**config.mk**
```make
export PLATFORM = sky130hd
export DESIGN_NAME = maxnet_input_loader
export DESIGN_NICKNAME = d
export VERILOG_FILES = /design/src/rtl/maxnet_input_loader.sv
export SDC_FILE = /design/constraint.sdc
export NUM_CORES = 1
export LEC_CHECK = 0
export CAP_MARGIN = 20
export CORE_MARGIN = 1
export CORE_UTILIZATION = 39
export DETAILED_ROUTE_END_ITERATION = 12
export MAX_ROUTING_LAYER = met4
export PLACE_DENSITY = 0.7
export SYNTH_ARGS = -nofsm -noshare
export SYNTH_HDL_FRONTEND = slang
export SYNTH_SLANG_ARGS = --single-unit
```
**constraint.sdc**
```tcl
create_clock -name clk -period 6.2 [get_ports clk]
set_input_delay 0.62 -clock clk [delete_from_list [all_inputs] [get_ports clk]]
set_output_delay 0.62 -clock clk [all_outputs]
set_load 0.005 [all_outputs]
```
**src/rtl/maxnet_input_loader.sv**
```systemverilog
// Maxnet input loader: fetches a 4-word activation vector from data memory and
// holds it for the Maxnet datapath. Optional MAXNET_NEG_CLAMP_EN stores negative words as 0.
module maxnet_input_loader #(
  parameter int DATA_W = 32,
  parameter int ADDR_W = 8
) (
  input  logic              clk,
  input  logic              rst,
  input  logic              start,
  input  logic [ADDR_W-1:0] base_addr,
  output logic              mem_rd_en,
  output logic [ADDR_W-1:0] mem_rd_addr,
  input  logic [DATA_W-1:0] mem_rd_data,
  output logic [DATA_W-1:0] num1,
  output logic [DATA_W-1:0] num2,
  output logic [DATA_W-1:0] num3,
  output logic [DATA_W-1:0] num4,
  output logic              out_valid,
  input  logic              out_ready,
  output logic              busy
);

  typedef enum logic [1:0] {IDLE, FETCH, HOLD} state_t;

  state_t            state_reg;
  state_t            state_next;
  logic [1:0]        issue_cnt_reg;
  logic              issue_done_reg;
  logic [ADDR_W-1:0] addr_reg;
  logic              rd_pending_reg;
  logic [1:0]        cap_idx_reg;
  logic [DATA_W-1:0] num_reg [4];
  logic [DATA_W-1:0] cap_word;
  logic              issue_active;

  always_ff @(posedge clk or posedge rst) begin
    if (rst) state_reg <= IDLE;
    else     state_reg <= state_next;
  end

  always_comb begin
    state_next = state_reg;
    case (state_reg)
      IDLE:    if (start) state_next = FETCH;
      // Leave FETCH only once the data for the last issue has been captured.
      FETCH:   if (rd_pending_reg && (cap_idx_reg == 2'd3)) state_next = HOLD;
      HOLD:    if (out_ready) state_next = IDLE;
      default: state_next = IDLE;
    endcase
  end

  always_comb begin
    issue_active = (state_reg == FETCH) && !issue_done_reg;
    mem_rd_en    = issue_active;
    out_valid    = (state_reg == HOLD);
    busy         = (state_reg != IDLE);
  end

  // Issue counter and address; the address stops at base+3 after the last issue.
  always_ff @(posedge clk or posedge rst) begin
    if (rst) begin
      issue_cnt_reg  <= 2'd0;
      issue_done_reg <= 1'b0;
      addr_reg       <= '0;
      rd_pending_reg <= 1'b0;
      cap_idx_reg    <= 2'd0;
    end else begin
      rd_pending_reg <= issue_active;
      cap_idx_reg    <= issue_cnt_reg;
      if ((state_reg == IDLE) && start) begin
        addr_reg       <= base_addr;
        issue_cnt_reg  <= 2'd0;
        issue_done_reg <= 1'b0;
      end else if (issue_active) begin
        if (issue_cnt_reg == 2'd3) begin
          issue_done_reg <= 1'b1;
        end else begin
          issue_cnt_reg <= issue_cnt_reg + 2'd1;
          addr_reg      <= addr_reg + ADDR_W'(1);
        end
      end
    end
  end

  assign mem_rd_addr = addr_reg;

`ifdef MAXNET_NEG_CLAMP_EN
  assign cap_word = mem_rd_data[DATA_W-1] ? '0 : mem_rd_data;
`else
  assign cap_word = mem_rd_data;
`endif

  genvar gi;
  generate
    for (gi = 0; gi < 4; gi++) begin : g_num
      always_ff @(posedge clk or posedge rst) begin
        if (rst)
          num_reg[gi] <= '0;
        else if (rd_pending_reg && (cap_idx_reg == 2'(gi)))
          num_reg[gi] <= cap_word;
      end
    end
  endgenerate

  assign num1 = num_reg[0];
  assign num2 = num_reg[1];
  assign num3 = num_reg[2];
  assign num4 = num_reg[3];

endmodule

```
**Yosys cells after proc, flatten, opt, wreduce, memory -nomap -nowiden**

Index checks and enable logic that the tools add are counted.

- $add $sub $neg: 2
- Reductions and logical operators: 15
- Multiplexer cells: 13
- Equality and inequality tests: 10

Operators with widths:

| cell | number |
|---|---|
| 2-to-1 mux 8 bit | 3 |
| 2-to-1 mux 2 bit | 6 |
| adder 8 x 1 -> 8 bit (second input constant) | 1 |
| equality test 2 bit (second input constant) | 4 |
| logical AND 1 bit | 6 |
| case mux 2 bit (3 select lines) | 1 |
| nonzero test 2 bit | 3 |
| equality test 2 x 1 -> 1 bit (second input constant) | 2 |
| logical NOT 2 bit | 2 |
| inequality test 2 x 1 -> 1 bit (second input constant) | 2 |
| inequality test 2 bit (second input constant) | 2 |
| AND reduction 2 bit | 2 |
| 2-to-1 mux 1 bit | 3 |
| AND reduction 3 bit | 1 |
| adder 2 x 1 -> 2 bit (second input constant) | 1 |
| logical NOT 1 bit | 1 |

- Logic and storage cells: 50
- Flip-flop bits (word level): 144
- Bits of input ports: 44

**Logic depth before layout (Yosys ltp)**

Gate-level depths: netlist (run 1).

- Word-level depth: 4
- Mapped depth: 6
- Mapped depth without buffers: 4

**Worst setup path after synthesis (run 1)**

No wires, ideal clock.

- Path type: register to register
- Start: reg issue_cnt_reg[0]
- End: reg addr_reg[5] (netlist: mem_rd_addr[5])
- Library setup time: 0.082 ns
- Arrival: 1.838 ns
- Cell stages (with the launch flop): 6
- Path slack: 4.280 ns
- Clock period less this slack: 1.920 ns
- Cell sequence: dfrtp_1 ha_1 or4b_1 buf_2 or4_1 a31oi_1

- Cells in the longest elaborated chain, start to end: 3

Ends and longest elaborated chain:

| item | line | RTL |
|---|---|---|
| start, declared | 27 | `logic [1:0] issue_cnt_reg;` |
| start signal, assigned | 78 | `issue_cnt_reg <= issue_cnt_reg + 2'd1;` |
| equality test 2 bit | 75 | `if (issue_cnt_reg == 2'd3) begin` |
| inequality test 2 bit (no line) | - |  |
| AND reduction 2 bit (no line) | - |  |
| end signal, assigned | 71 | `addr_reg <= base_addr;` |
| end signal, assigned | 79 | `addr_reg <= addr_reg + ADDR_W'(1);` |
| end, declared | 29 | `logic [ADDR_W-1:0] addr_reg;` |

Every way passes these cells.
A chain may end at the register's enable or synchronous reset.

**Worst setup path in the final report (run 1)**

- Start: reg state_reg[0]
- End: out mem_rd_en

- Cells in the longest elaborated chain, start to end: 2

Ends and longest elaborated chain:

| item | line | RTL |
|---|---|---|
| start, declared | 25 | `state_t state_reg;` |
| start signal, assigned | 38 | `else state_reg <= state_next;` |
| equality test 2 x 1 -> 1 bit | 53 | `issue_active = (state_reg == FETCH) && !issue_done_reg;` |
| logical AND 1 bit | 53 |  |
| end, declared | 11 | `output logic mem_rd_en,` |

Every way passes these cells.

==> results of run 1 <==
[synth_stat cells, drive strengths merged]
cell and n:
nor2 8, or4b 1, mux2 128, ha 2, o22ai 2, nand2 7, o21ai 3, or3b 1
buf 9, nand4 2, nor3b 2, inv 5, o31ai 4, nand3 5, o211a 1, nand3b 2
a31oi 8, a21oi 2, nand2b 1, or2 1, clkbuf 8, or4 4, or3 2, nor4b 1
dfrtp 144
[area by class of cell]
type / instances / area [um2]
multi-input cells: 187 / 1810
flip-flops and latches: 144 / 3600
well taps: 180 / 225
clock inverters: 9 / 129
inverters: 5 / 23.8
clock buffers: 23 / 498
repair buffers: 188 / 1890
fillers: 1067 / 5650
[final timing paths]
check | startpoint | to | slack [ns] | cells past startpoint
max | state_reg[0] | mem_rd_en | 3.76 | 2
min in group asynchronous | rst | num4[18] | 0.68 | 2
min | issue_cnt_reg[1] | cap_idx_reg[1] | 0.42 | 0
min reg2reg | issue_cnt_reg[1] | cap_idx_reg[1] | 0.42 | 0
max reg2reg | issue_cnt_reg[0] | mem_rd_addr[6] | 3.97 | 4
max in group asynchronous | rst | num2[9] | 4.12 | 3
[power by group]
part / total (uW) / switching, uW / internal, uW
clock: 1060 / 374 / 685
sequential: 1720 / 292 / 1430
combinational: 1940 / 631 / 1300
total: 4720 / 1300 / 3420
[logic make-up after synthesis]
family / share of synthesized area [%]
fa+ha+maj: 0.455
flops: 65.6
mux: 26.2
buf+inv: 1.66
compound gates: 2.32
simple gates: 3.76
[placed cells by master (no fill, tap or decap)]
cell type	count
clkdlybuf4s50_1	182
dfrtp_1	144
mux2_2	113
clkbuf_16	17
mux2_1	15
nor2_1	8
a31oi_1	8
nand2_1	7
clkbuf_8	5
buf_4	5
inv_1	4
nand3_1	4
o31ai_1	4
or4_1	4
clkinv_2	3
bufinv_16	3
nand3b_1	2
nand4_1	2
a21oi_1	2
or3_1	2
o22ai_1	2
o21ai_1	2
ha_1	2
clkinvlp_4	2
nand3_2	1
or2_2	1
nor3b_1	1
inv_6	1
nor3b_2	1
or3b_1	1
or4b_1	1
nand2b_1	1
nor4b_1	1
o21ai_0	1
o211a_1	1
clkbuf_1	1
clkinv_4	1
buf_16	1
[per-stage QoR]
step | instance area (um2) | util (%) | setup slack (ns) | cells
2_1_floorplan | 5500 | - | 1.71 | 353
3_3_place_gp | 7520 | 54.4 | 3.67 | 703
3_5_place_dp | 7520 | 54.4 | 3.59 | 703
4_1_cts | 8150 | 58.9 | 3.74 | 735
5_1_grt | 8180 | 59.1 | 3.68 | 736
6_report | 8180 | 59.1 | 3.76 | 736
[metal layers]
layer	GRT usage, %	share of wire [%]	vias up
li1	-	-	1653
met1	22.0	43	1822
met2	30.2	49	123
met3	5.75	5.8	23
met4	7.79	2.1	0
met5	-	0	-
==> reports/results.md, run 1 <==
| Parameter | This run | Unit |
| --- | --- | --- |
| Syn_nets | 399 | - |
| Startpoint types | flip-flop | - |
| Die span in y | 121 | um |
| CTS clk-pin slew, worst paths | 0.06 | ns |
| Standard cell core area | 13800 | um2 |
| Initial core utilization | 39.7 | % |
| Count of input and output buffers | 182 | - |
| Post CTS Setup Buffer Count | 0 | - |
| Post-cts repair resize count | 0 | - |
| Number of nets in the final layout | 589 | - |
| Total power | 4720 | uW |
| Global route overflow | 0 | - |
| Unrepaired setup endpoints after global routing | false | - |
| Crit path max fanout | 10 | - |
| Quantity of hold-fixing buffers added after cts | 0 | - |
| Slowest library cell on the worst path | clkdlybuf4s50_1 | - |
| Worst hold margin | 0.422 | ns |
| CTS H-Tree Depth | 4 | - |
| Root buffer selected by CTS | clkbuf_16 | - |
| Kind of cell with the highest combined delay on the critical path | buffers and inverters | - |
| Result of the run | complete, no violations | - |
| Final hold violation count | 0 | - |
| Worst EP required | 5.58 | ns |
| Warnings from Yosys | 0 | - |
| Average vias per placed instance | 4.92 | - |
| Post-route ant nets | 0 | - |
| Aggregate routed wire length | 12600 | um |
| Critical path, cell by cell | nor3b_1 > clkdlybuf4s50_1 | - |
| Share of the clock period used by the worst path after layout | 39.4 | % |
| PwrDens | 577 | nW/um2 |
| Count of unique library cells instantiated by Yosys | 29 | - |
| Worst Max-Slew Pin Slew | 1.02 | ns |
| Area fraction of the dominant cell type after synthesis | 65.6 | % |
| Number of vias after detailed routing | 3621 | - |
| Synthesized flop and latch total | 144 | - |
| Largest cells by area after synthesis | dfrtp_1, mux2_2, mux2_1, a31oi_1, clkbuf_1 | - |
| Combined global-route utilization of all metal layers | 18.8 | % |
| DRC | 0 | - |
| Final-report setup violation count | 0 | - |
| Die X | 121 | um |
| Diode insertion count for antenna repair | 0 | - |
| Top cell type by total area after synthesis | dfrtp_1 | - |
| Largest stage delay, worst path | 0.59 | ns |
| Hold/Removal Path Class | flip-flop to flip-flop | - |
| Worst-skew pair later-pin latency | 0.41 | ns |
| Share of synthesized area occupied by flip-flops and latches | 65.6 | % |
| # clock sinks | 144 | - |
| Fraction of final layout cells sized beyond drive strength 1 | 27.7 | % |
| Category of the critical setup timing path | flip-flop to primary output | - |
| Peak VDD IR | 0.287 | mV |
| Final period demand of the worst path | 2.44 | ns |
| Slew margin rel. | 31.9 | % |
| Count of pins over their slew limit | 0 | - |
| Synthesized instance count | 353 | - |
| TritonCTS clock tree | built | - |
| HPWL reported at the end of detailed placement | 8410 | um |
| Routed len/inst | 17.1 | um |
| Upper clock frequency limit | 410 | MHz |
| Number of buffers between clock root and the deepest sink | 2 | - |
| Total I/O pin count | 183 | - |
| Placement Rows | 43 | - |
| Layout overhead on the synthesized area | 48.8 | % |
| Number of detailed-route iterations in the first pass | 4 | - |
| Arrival time of data at the critical path endpoint | 1.82 | ns |
| Via count of the first global-routing pass | 3838 | - |
| GP Congestion | 0.766 | - |
| Clock skew after layout | 0.00749 | ns |
| Total Negative Setup Slacks | 0 | ns |
| Area of the die | 14600 | um2 |
| Pleak | 0.00340 | uW |
| Number of antenna violations at the first check in global routing | 0 | - |
| Worst path bufs/invs | 1 | - |
| Number of max-cap violations | 0 | - |
| Largest net degree at the start of global routing | 76 | - |
| Number of buffers inserted during clock tree synthesis | 17 | - |
| Syn Area/Cell | 15.6 | um2 |
| Sort of element at the end of the critical path | primary output | - |
| Drt first-iter violations | 120 | - |
| First-pass GRT wire length | 20100 | um |
| Post-Synthesis Cell Area | 5500 | um2 |
(Power assumes the default switching activity.)
==> run 2: changes to the inputs <==
--- a/config.mk
+++ b/config.mk
@@ -10,7 +10,7 @@
 export CORE_UTILIZATION = 39
 export DETAILED_ROUTE_END_ITERATION = 12
 export MAX_ROUTING_LAYER = met4
-export PLACE_DENSITY = 0.7
+export PLACE_DENSITY = 0.73
 export SYNTH_ARGS = -nofsm -noshare
 export SYNTH_HDL_FRONTEND = slang
 export SYNTH_SLANG_ARGS = --single-unit
==> constraint.sdc (replaced) <==
create_clock -name clk -period 2.14 [get_ports clk]
set_input_delay 0.214 -clock clk [delete_from_list [all_inputs] [get_ports clk]]
set_output_delay 0.214 -clock clk [all_outputs]
set_load 0.005 [all_outputs]
==> run 2 against run 1 <==
Die area did not move. Final cell count up 1.4%. Sequential share of layout area down 0.16 points. Wire length rose by 0.90%. Clock power rose to 2.7 times the previous value. Worst setup slack worse by 3.6 ns.
==> reports/results.md, run 2 (synthesis gave the netlist of run 1 again) <==
| Parameter | This run | Unit | Change |
| --- | --- | --- | --- |
| Switching component of the power | 3780 | uW | was 1300 uW |
| Register-to-register path setup slack | 0.15 | ns | was 3.97 ns |
| Combined global-route utilization of all metal layers | 19.0 | % | was 18.8% |
| Pleak | 0.00341 | uW | was 0.00340 uW |
| Clock skew after layout | 0.00889 | ns | was 0.00749 ns |
| # clock sinks | 144 | - | unchanged |
| Slew margin rel. | 60.8 | % | was 31.9% |
| Worst hold margin | 0.161 | ns | was 0.422 ns |
| Share of total power in combinational logic | 42.0 | % | was 41.0% |
| Number of max-cap violations | 0 | - | unchanged |
| Total Negative Setup Slacks | 0 | ns | unchanged |
| Sort of element at the end of the critical path | primary output | - | unchanged |
| Hold/Removal Path Class | input pin to async pin | - | was flip-flop to flip-flop |
| Clock network fraction of total power | 21.3 | % | was 22.5% |
| Upper clock frequency limit | 498 | MHz |  |
| Aggregate routed wire length | 12700 | um | was 12600 um |
| Final period demand of the worst path | 2.01 | ns |  |
| HPWL reported at the end of detailed placement | 8790 | um | was 8410 um |
| Die span in y | 121 | um | unchanged |
| Unrepaired setup endpoints after global routing | false | - | unchanged |
| Die X | 121 | um | unchanged |
| Largest net degree at the start of global routing | 67 | - | was 76 |
| TritonCTS clock tree | built | - | unchanged |
| Final-report setup violation count | 0 | - | unchanged |
| Final Core Density | 59.4 | % | was 59.1% |
| Number of nets in the final layout | 599 | - | was 589 |
| Count of input and output buffers | 182 | - | unchanged |
| Depth of the worst register-to-register path | 4 | - | unchanged |
| Quantity of hold-fixing buffers added after cts | 0 | - | unchanged |
| Startpoint types | flip-flop | - | unchanged |
| Number of vias after detailed routing | 3696 | - | was 3621 |
| Layout overhead on the synthesized area | 49.3 | % | was 48.8% |
| Average vias per placed instance | 4.95 | - | was 4.92 |
| Internal Dissipation | 9800 | uW | was 3420 uW |
| Beginning of the critical path | state_reg[1] | - | was state_reg[0] |
| DRC | 0 | - | unchanged |
| R2r endpoint | mem_rd_addr[5] | - | was mem_rd_addr[6] |
| Worst-skew pair later-pin latency | 0.41 | ns | about the same |
| Critical Path End | mem_rd_en | - | unchanged |
| Combined flip-flop and latch cell area | 3600 | um2 | unchanged |
| Total cell area at the placement stage | 7620 | um2 | was 7520 um2 |
| Area of the die | 14600 | um2 | unchanged |
| Initial core utilization | 39.7 | % | unchanged |
| Slowest library cell on the worst path | clkdlybuf4s50_1 | - | unchanged |
| Total I/O pin count | 183 | - | unchanged |
| Number of buffers inserted during clock tree synthesis | 17 | - | unchanged |
| Routed len/inst | 17.0 | um | was 17.1 um |
| Crit path max fanout | 7 | - | was 10 |
| Fraction of final layout cells sized beyond drive strength 1 | 28.6 | % | was 27.7% |
| Highest-count cells in the layout ignoring fill and taps | clkdlybuf4s50_1, dfrtp_1, mux2_2 | - | unchanged |
| Largest stage delay, worst path | 0.56 | ns | was 0.59 ns |
| Combined area of the multi-input logic cells | 1810 | um2 | about the same |
| Peak VDD IR | 1.09 | mV | was 0.287 mV |
| Worst EP required | 1.93 | ns | was 5.58 ns |
| Count of pins over their slew limit | 0 | - | unchanged |
| Result of the run | complete, no violations | - | unchanged |
| Number of antenna violations at the first check in global routing | 0 | - | unchanged |
| Startpoint of the most critical register-to-register path | issue_cnt_reg[0] | - | unchanged |
| Total power | 13600 | uW | was 4720 uW |
| Share of the clock period used by the worst path after layout | 93.8 | % |  |
| GP Congestion | 0.767 | - | was 0.766 |
| Global route overflow | 0 | - | unchanged |
| Placement Rows | 43 | - | unchanged |
| Standard cell core area | 13800 | um2 | unchanged |
| Fraction of power spent switching nets | 27.8 | % | was 27.5% |
| Number of buffers between clock root and the deepest sink | 2 | - | unchanged |
| Diode insertion count for antenna repair | 0 | - | unchanged |
| Post-route design area | 8210 | um2 | was 8180 um2 |
| Fillcell total | 1062 | - | was 1067 |
| Drt first-iter violations | 151 | - | was 120 |
| CTS H-Tree Depth | 4 | - | unchanged |
| PwrDens | 1650 | nW/um2 | was 577 nW/um2 |
| Critical path, cell by cell | buf_4 > nor3b_1 > clkdlybuf4s50_1 | - | was nor3b_1 > clkdlybuf4s50_1 |
| Most frequent standard cell in the layout excluding fill and tap cells | clkdlybuf4s50_1 | - | unchanged |
| First-pass GRT wire length | 20200 | um | was 20100 um |
| Post-route ant nets | 0 | - | unchanged |
| Worst Max-Slew Pin Slew | 0.580 | ns | was 1.02 ns |
| Stages on the worst setup path | 3 | - | was 2 |
| Via count of the first global-routing pass | 3836 | - | was 3838 |
| Final hold violation count | 0 | - | unchanged |
| Arrival time of data at the critical path endpoint | 1.79 | ns | was 1.82 ns |
| Root buffer selected by CTS | clkbuf_16 | - | unchanged |
| Kind of cell with the highest combined delay on the critical path | buffers and inverters | - | unchanged |
| Category of the critical setup timing path | flip-flop to primary output | - | unchanged |
| Number of detailed-route iterations in the first pass | 5 | - | was 4 |
| Worst path bufs/invs | 2 | - | was 1 |
| CTS clk-pin slew, worst paths | 0.06 | ns | about the same |
| Share of power burned in registers | 36.7 | % | was 36.5% |
[run 2: area by class of cell]
class	instances	share of cell area, %
Timing Repair Buffer	198	23.8
Tap cell	180	2.74
Inverter	5	0.274
Sequential cell	144	43.9
Clock inverter	8	1.28
Multi-Input combinational cell	187	22.1
Clock buffer	24	5.87
[run 2: how the worst min path moves through the flow]
stage	end	slack (ns)	cells after the start
floorplan	num2[24]	0.35	1
global placement	cap_idx_reg[1]	0.38	0
detailed placement	cap_idx_reg[1]	0.40	0
CTS	num2[14]	0.16	2
global route	num4[30]	0.18	2
finish	num4[30]	0.16	2
[run 2: worst register-to-register path, stage by stage (launching register included)]
cell and delay (ns):
dfrtp_1 0.41, ha_1 0.24, or4b_4 0.56, or4_1 0.52
a31oi_1 0.18
[run 2: stage by stage]
step | setup slack [ns] | std cells
after floorplan | 0.121 | 353
after global placement | 0.0995 | 714
after detailed placement | 0.0580 | 714
after CTS | 0.0270 | 746
after global routing | 0.0656 | 746
final | 0.133 | 746
[run 2: power groups by stage]
stage          Sequential [uW]  Clock (uW)  Combinational, uW
6_report                  4980        2890               5710
5_1_grt                   5160        3070               6160
4_1_cts                   5000        2960               5800
3_5_place_dp              5020           0               5770
3_3_place_gp              4920           0               5660
2_1_floorplan             5000           0               2220
[run 2: repair_timing]
action,CTS,global route
buffers inserted,0,0
endpoints found under the setup margin,0,4
gates resized for setup,0,1
[run 2: per-layer routing]
layer / vias up / share of wire, % / track usage, %
met1: 1898 / 42 / 22.9
met3: 12 / 5.3 / 5.57
met4: 0 / 0.87 / 5.48
met2: 112 / 51 / 30.9
li1: 1674 / - / -
met5: - / 0 / -
==> variant 1, RTL diff (flow settings as in run 2) <==
Set the parameter `DATA_W` to 28 (it was 32).
--- a/src/rtl/maxnet_input_loader.sv
+++ b/src/rtl/maxnet_input_loader.sv
@@ -3,3 +3,3 @@
 module maxnet_input_loader #(
-  parameter int DATA_W = 32,
+  parameter int DATA_W = 28,
   parameter int ADDR_W = 8
Interface: changed (5 resized); port bits go from 183 to 163. The function was not compared with the original's and may differ.
==> variant 1 against run 2 <==
Via count decreased by 10%; first-iteration DRC count decreased by 4.6%; routed wire length decreased by 11%; area after synthesis decreased by 11%; sequential cell count decreased by 16; sequential share of layout area decreased by 0.58 points; global-route usage increased by 0.14 points; utilization increased by 1.4 points; setup slack got worse by 28 ps; combinational power decreased by 15%; total power decreased by 11%; die area decreased by 11%; final area decreased by 9.9%.
==> variant 1: results (changes against run 2) <==
* Status: completed
- Critical Path Max Stage Delay: 540 ps (-20 ps)
- The highest metal layer carrying signal wires in the routed design is met4.
* Slew headroom: 50.8% (-10 points)
- The post-layout net count is 538 (-10%).
* Part of the Yosys area used for sequential elements: 65.3% (-0.32 points)
- The total routed wire length on the met1 layer came to 4870 µm (-9.9%).
- The worst setup skew after layout is 12.4 ps (+3.55 ps).
* Pin count of the biggest net entering global routing: 66 (-1.5%)
* Top cells by area, synth: dfrtp_1 65%, mux2_1 26%, a31oi_1 0.76%
- Static power due to leakage: 3.09 nW (-9.5%)
- The first-pass iteration count of the detailed router is 4 (-1).
- The routed wire length on met3 was 585 µm (-13%).
* Number of library cell types mapped by synthesis: 28 (-3.4%)
* Met1 usage in global routing: 22.6% (-0.31 points)
- The global-route total usage across every layer is 19.1% (+0.14 points).
* Net count after synthesis: 363 (-9.0%)
- Comb pwr share: 40.0% (-2.0 points)
* Area share of the largest cell type after synthesis: 65.3% (-0.32 points)
* Power share of the clock group: 23.6% (+2.3 points)
- The placed cell area came to 0.00680 mm² (-11%).
- The length of routed met2 wiring was 5680 µm (-13%).
- Maximum level of the CTS H-tree: 4 (unchanged)
* Critical path peak fanout: 7 (unchanged)
- Vias in the first global route: 3,515 (-8.4%)
- Internal power: 0.00872 W (-11%)
- The data arrival time of the critical path was 1820 ps (+30 ps).
- The wire length per cell came to 16.7 µm (-1.9%).
* Input/output buffers: 162 (-11%)
- The clock insertion delay at the later pin of the skew report was 410 ps (about the same).
- Global-route wire length before repair: 18,100 µm (-10%)
- Met2 Use GR: 30.5% (-0.42 points)
- The global routing met3 resource utilization was 6.30% (+0.73 points).
- Maximum vdd drop: 0.791 mV (-27%)
- The detailed placer's ending HPWL came to 7780 µm (-11%).
* Leading post-synthesis cells by instance count: 128 x dfrtp_1, 112 x mux2_1, 9 x nor2_1
- The fraction of final layout cells sized beyond drive strength 1 was 8.07% (-21 points).
- The starting DRC count in detailed routing was 144 (-4.6%).
- Weighted congestion reported at the end of routability-driven placement: 0.773 (+0.74%)
[variant 1: changes by cell type after synthesis, moves of 2 or more]
cell / before / now
a31oi_1: 8 / 6
buf_1: 4 / 1
buf_2: 4 / 7
dfrtp_1: 144 / 128
mux2_1: 15 / 112
mux2_2: 113 / 0
[variant 1: kinds of logic after synthesis]
logic type / Yosys count / synth area share, %
buf+inv: 21 / 1.78
flops: 128 / 65.3
fa+ha+maj: 2 / 0.510
simple gates: 39 / 4.33
mux: 112 / 25.7
compound gates: 19 / 2.42
[variant 1: what timing repair did]
item | 4_1_cts | 5_1_grt
endpoints found under the setup margin | 0 | 3
endpoints found under the hold margin | 0 | 0
resized for setup | 0 | 1
[variant 1: path summary, 6_finish.rpt]
check / to / start / slack (ps)
setup / recovery: mem_rd_en / state_reg[1]$_DFFE_PP0P_ / 110
hold / removal: num1[15]$_DFFE_PP0P_ / rst / 120
setup reg to reg: mem_rd_addr[5]$_DFFE_PP0P_ / issue_cnt_reg[0]$_DFFE_PP0P_ / 110
hold reg to reg: cap_idx_reg[1]$_DFF_PP0_ / issue_cnt_reg[1]$_DFFE_PP0P_ / 410
max in group asynchronous: num2[21]$_DFFE_PP0P_ / rst / 1390
min in group clk: mem_rd_addr[4]$_DFFE_PP0P_ / base_addr[4] / 380
[variant 1: cell type report]
| type | count | area [µm²] |
|---|---|---|
| repair buffers | 172 | 1730 |
| multi-input cells | 172 | 1630 |
| well taps | 168 | 210 |
| flip-flops and latches | 128 | 3200 |
| clock inverters | 6 | 105 |
| clock buffers | 25 | 485 |
| inverters | 5 | 22.5 |
| fillers | 961 | 4770 |
[variant 1: metrics by stage]
step | worst slack (ps) | std cells
after floorplan | 220 | 321
after global placement | 94.0 | 645
after detailed placement | 20.9 | 645
after CTS | 5.09 | 676
after global routing | 12.7 | 676
final | 105 | 676
==> variant 2, RTL diff (config.mk and constraints of run 2) <==
Without the edit above. Re-encode `state_t` (3 states) as one-hot, 3 bits wide.
--- a/src/rtl/maxnet_input_loader.sv
+++ b/src/rtl/maxnet_input_loader.sv
@@ -22,3 +22,3 @@
 
-  typedef enum logic [1:0] {IDLE, FETCH, HOLD} state_t;
+  typedef enum logic [2:0] {IDLE = 3'b001, FETCH = 3'b010, HOLD = 3'b100} state_t;
 
Behaviour: no difference found for any inputs over 10 cycles, from zero or initial values and one cycle with rst high; not proved beyond that.
==> variant 2 against run 2 <==
Setup slack worse by 36 ps; largest cell class unchanged; highest routed layer unchanged; sequential cell count up 1; combinational power fell by 15%; total power fell by 5.8%; final area is 1.7% higher; maximum frequency shrank 1.8%; routed wire length is 1.0% higher; cell count rose by 1.5%; sequential share of layout area down 0.41 points; area after synthesis grew 1.8%; first-iteration DRC count grew 6.6%; count of clock-buffer cells in the layout shrank 6; critical path depth unchanged.
==> variant 2: results (changes against run 2) <==
- The run finished with clean final reports.
- The global placement routability congestion is 0.796 (+3.8%).
- Layout Skew: 5.15 ps (-3.73 ps)
* Dpl hpwl: 9110 µm (+3.6%)
- Standard cell with the maximum stage delay on the critical path: dfstp_2
* Worst setup slack for register-to-register paths: 130 ps (-20 ps)
* Worst flop-to-flop path startpoint: state_reg[2]$_DFFE_PP0P_
- The post-layout net count is 610 (+1.8%).
* Top cell family by delay on the critical path: flip-flops
- Count of inserted antenna diode cells: 0 (unchanged)
- The number of cells on the worst reg-to-reg path came to 5 (+1).
- Maximum level of the CTS H-tree: 4 (unchanged)
* Routing usage on met3: 4.96% (-0.60 points)
- Net count after synthesis: 411 (+3.0%)
* Pin count of the biggest net entering global routing: 81 (+21%)
- The filler cell count came to 1,067 (+0.47%).
* Top cells by area, synth: dfrtp_1 64%, mux2_2 26%, o21ai_0 0.90%
- Final routed wirelength across all metal layers: 12,900 µm (+1.0%)
- Maximum vdd drop: 0.791 mV (-27%)
* Leading post-synthesis cells by instance count: 144 x dfrtp_1, 128 x mux2_2, 13 x clkbuf_1
* Part of the Yosys area used for sequential elements: 64.9% (-0.66 points)
- Capturing point of the worst reg2reg path: mem_rd_addr[2]$_DFFE_PP0P_
* Number of detailed-routing iterations run before antenna repair: 4 (-1)
- Number of DRC markers after the initial detailed-route iteration: 161 (+6.6%)
- The peak fanout along the critical path came to 4 (-3).
- The data arrival time of the critical path is 1830 ps (+40 ps).
- Number of library cell types mapped by synthesis: 34 (+17%)
* Met1 usage in global routing: 22.6% (-0.31 points)
- Static power due to leakage: 3.51 nW (+2.8%)
- The first-pass GRT wire length was 20,100 µm (-0.31%).
variant 2: power breakdown:
group          internal (W)  switching [W]  total, W
logic               0.00337        0.00150   0.00487
clock network       0.00195        0.00113   0.00307
registers           0.00408       0.000767   0.00485
variant 2: cell type report:
type | count | area share, %
Timing Repair Buffer | 198 | 23.7
Inverter | 4 | 0.225
Clock inverter | 14 | 2.28
Clock buffer | 18 | 5.14
Tap cell | 180 | 2.70
Multi-Input combinational cell | 198 | 22.4
Sequential cell | 145 | 43.5
variant 2: worst max path at each step:
stage	start	to	slack, ps	cells after the start
floorplan	rst	cap_idx_reg[0]$_DFF_PP0_	110	1
global placement	start	mem_rd_addr[2]$_DFFE_PP0P_	270	5
detailed placement	start	mem_rd_addr[2]$_DFFE_PP0P_	160	5
CTS	state_reg[0]$_DFFE_PP1P_	busy	80	3
finish	state_reg[0]$_DFFE_PP1P_	busy	100	3
global route	state_reg[0]$_DFFE_PP1P_	busy	40	3
variant 2: cell families after synthesis:
logic type	Yosys count	share of synthesized area (%)
adder cells (fa/ha/maj)	2	0.447
multiplexers	129	26.0
flip-flops	145	64.9
AND/OR/NAND/NOR	43	4.23
XOR/XNOR	4	0.626
AO/OA/AOI/OAI	20	2.06
buffers and inverters	22	1.77
variant 2: per-stage QoR:
step / setup WS, ps / hold slack (ps) / instance area (µm²) / cells
global route: 39.1 / 343 / 8340 / 757
finish: 97.4 / 294 / 8340 / 757
global placement: 266 / 395 / 7700 / 722
CTS: 80.4 / 308 / 8340 / 757
floorplan: 108 / 331 / 5600 / 365
detailed placement: 164 / 400 / 7700 / 722
variant 2: worst min-delay path, delay by kind of cell:
family	cells	cell delay (ps)
buffers and inverters	3	890
variant 2: per-layer routing:
layer	wire length, µm	vias up	share of wire [%]
li1	-	1704	-
met3	802	25	6.2
met5	0	-	0
met1	5420	1915	42
met2	6370	141	50
met4	261	0	2.0
variant 2: timing repair:
item	CTS	global route
setup endpoints to repair	1	0
setup buffers	3	0
gates resized for setup	2	0
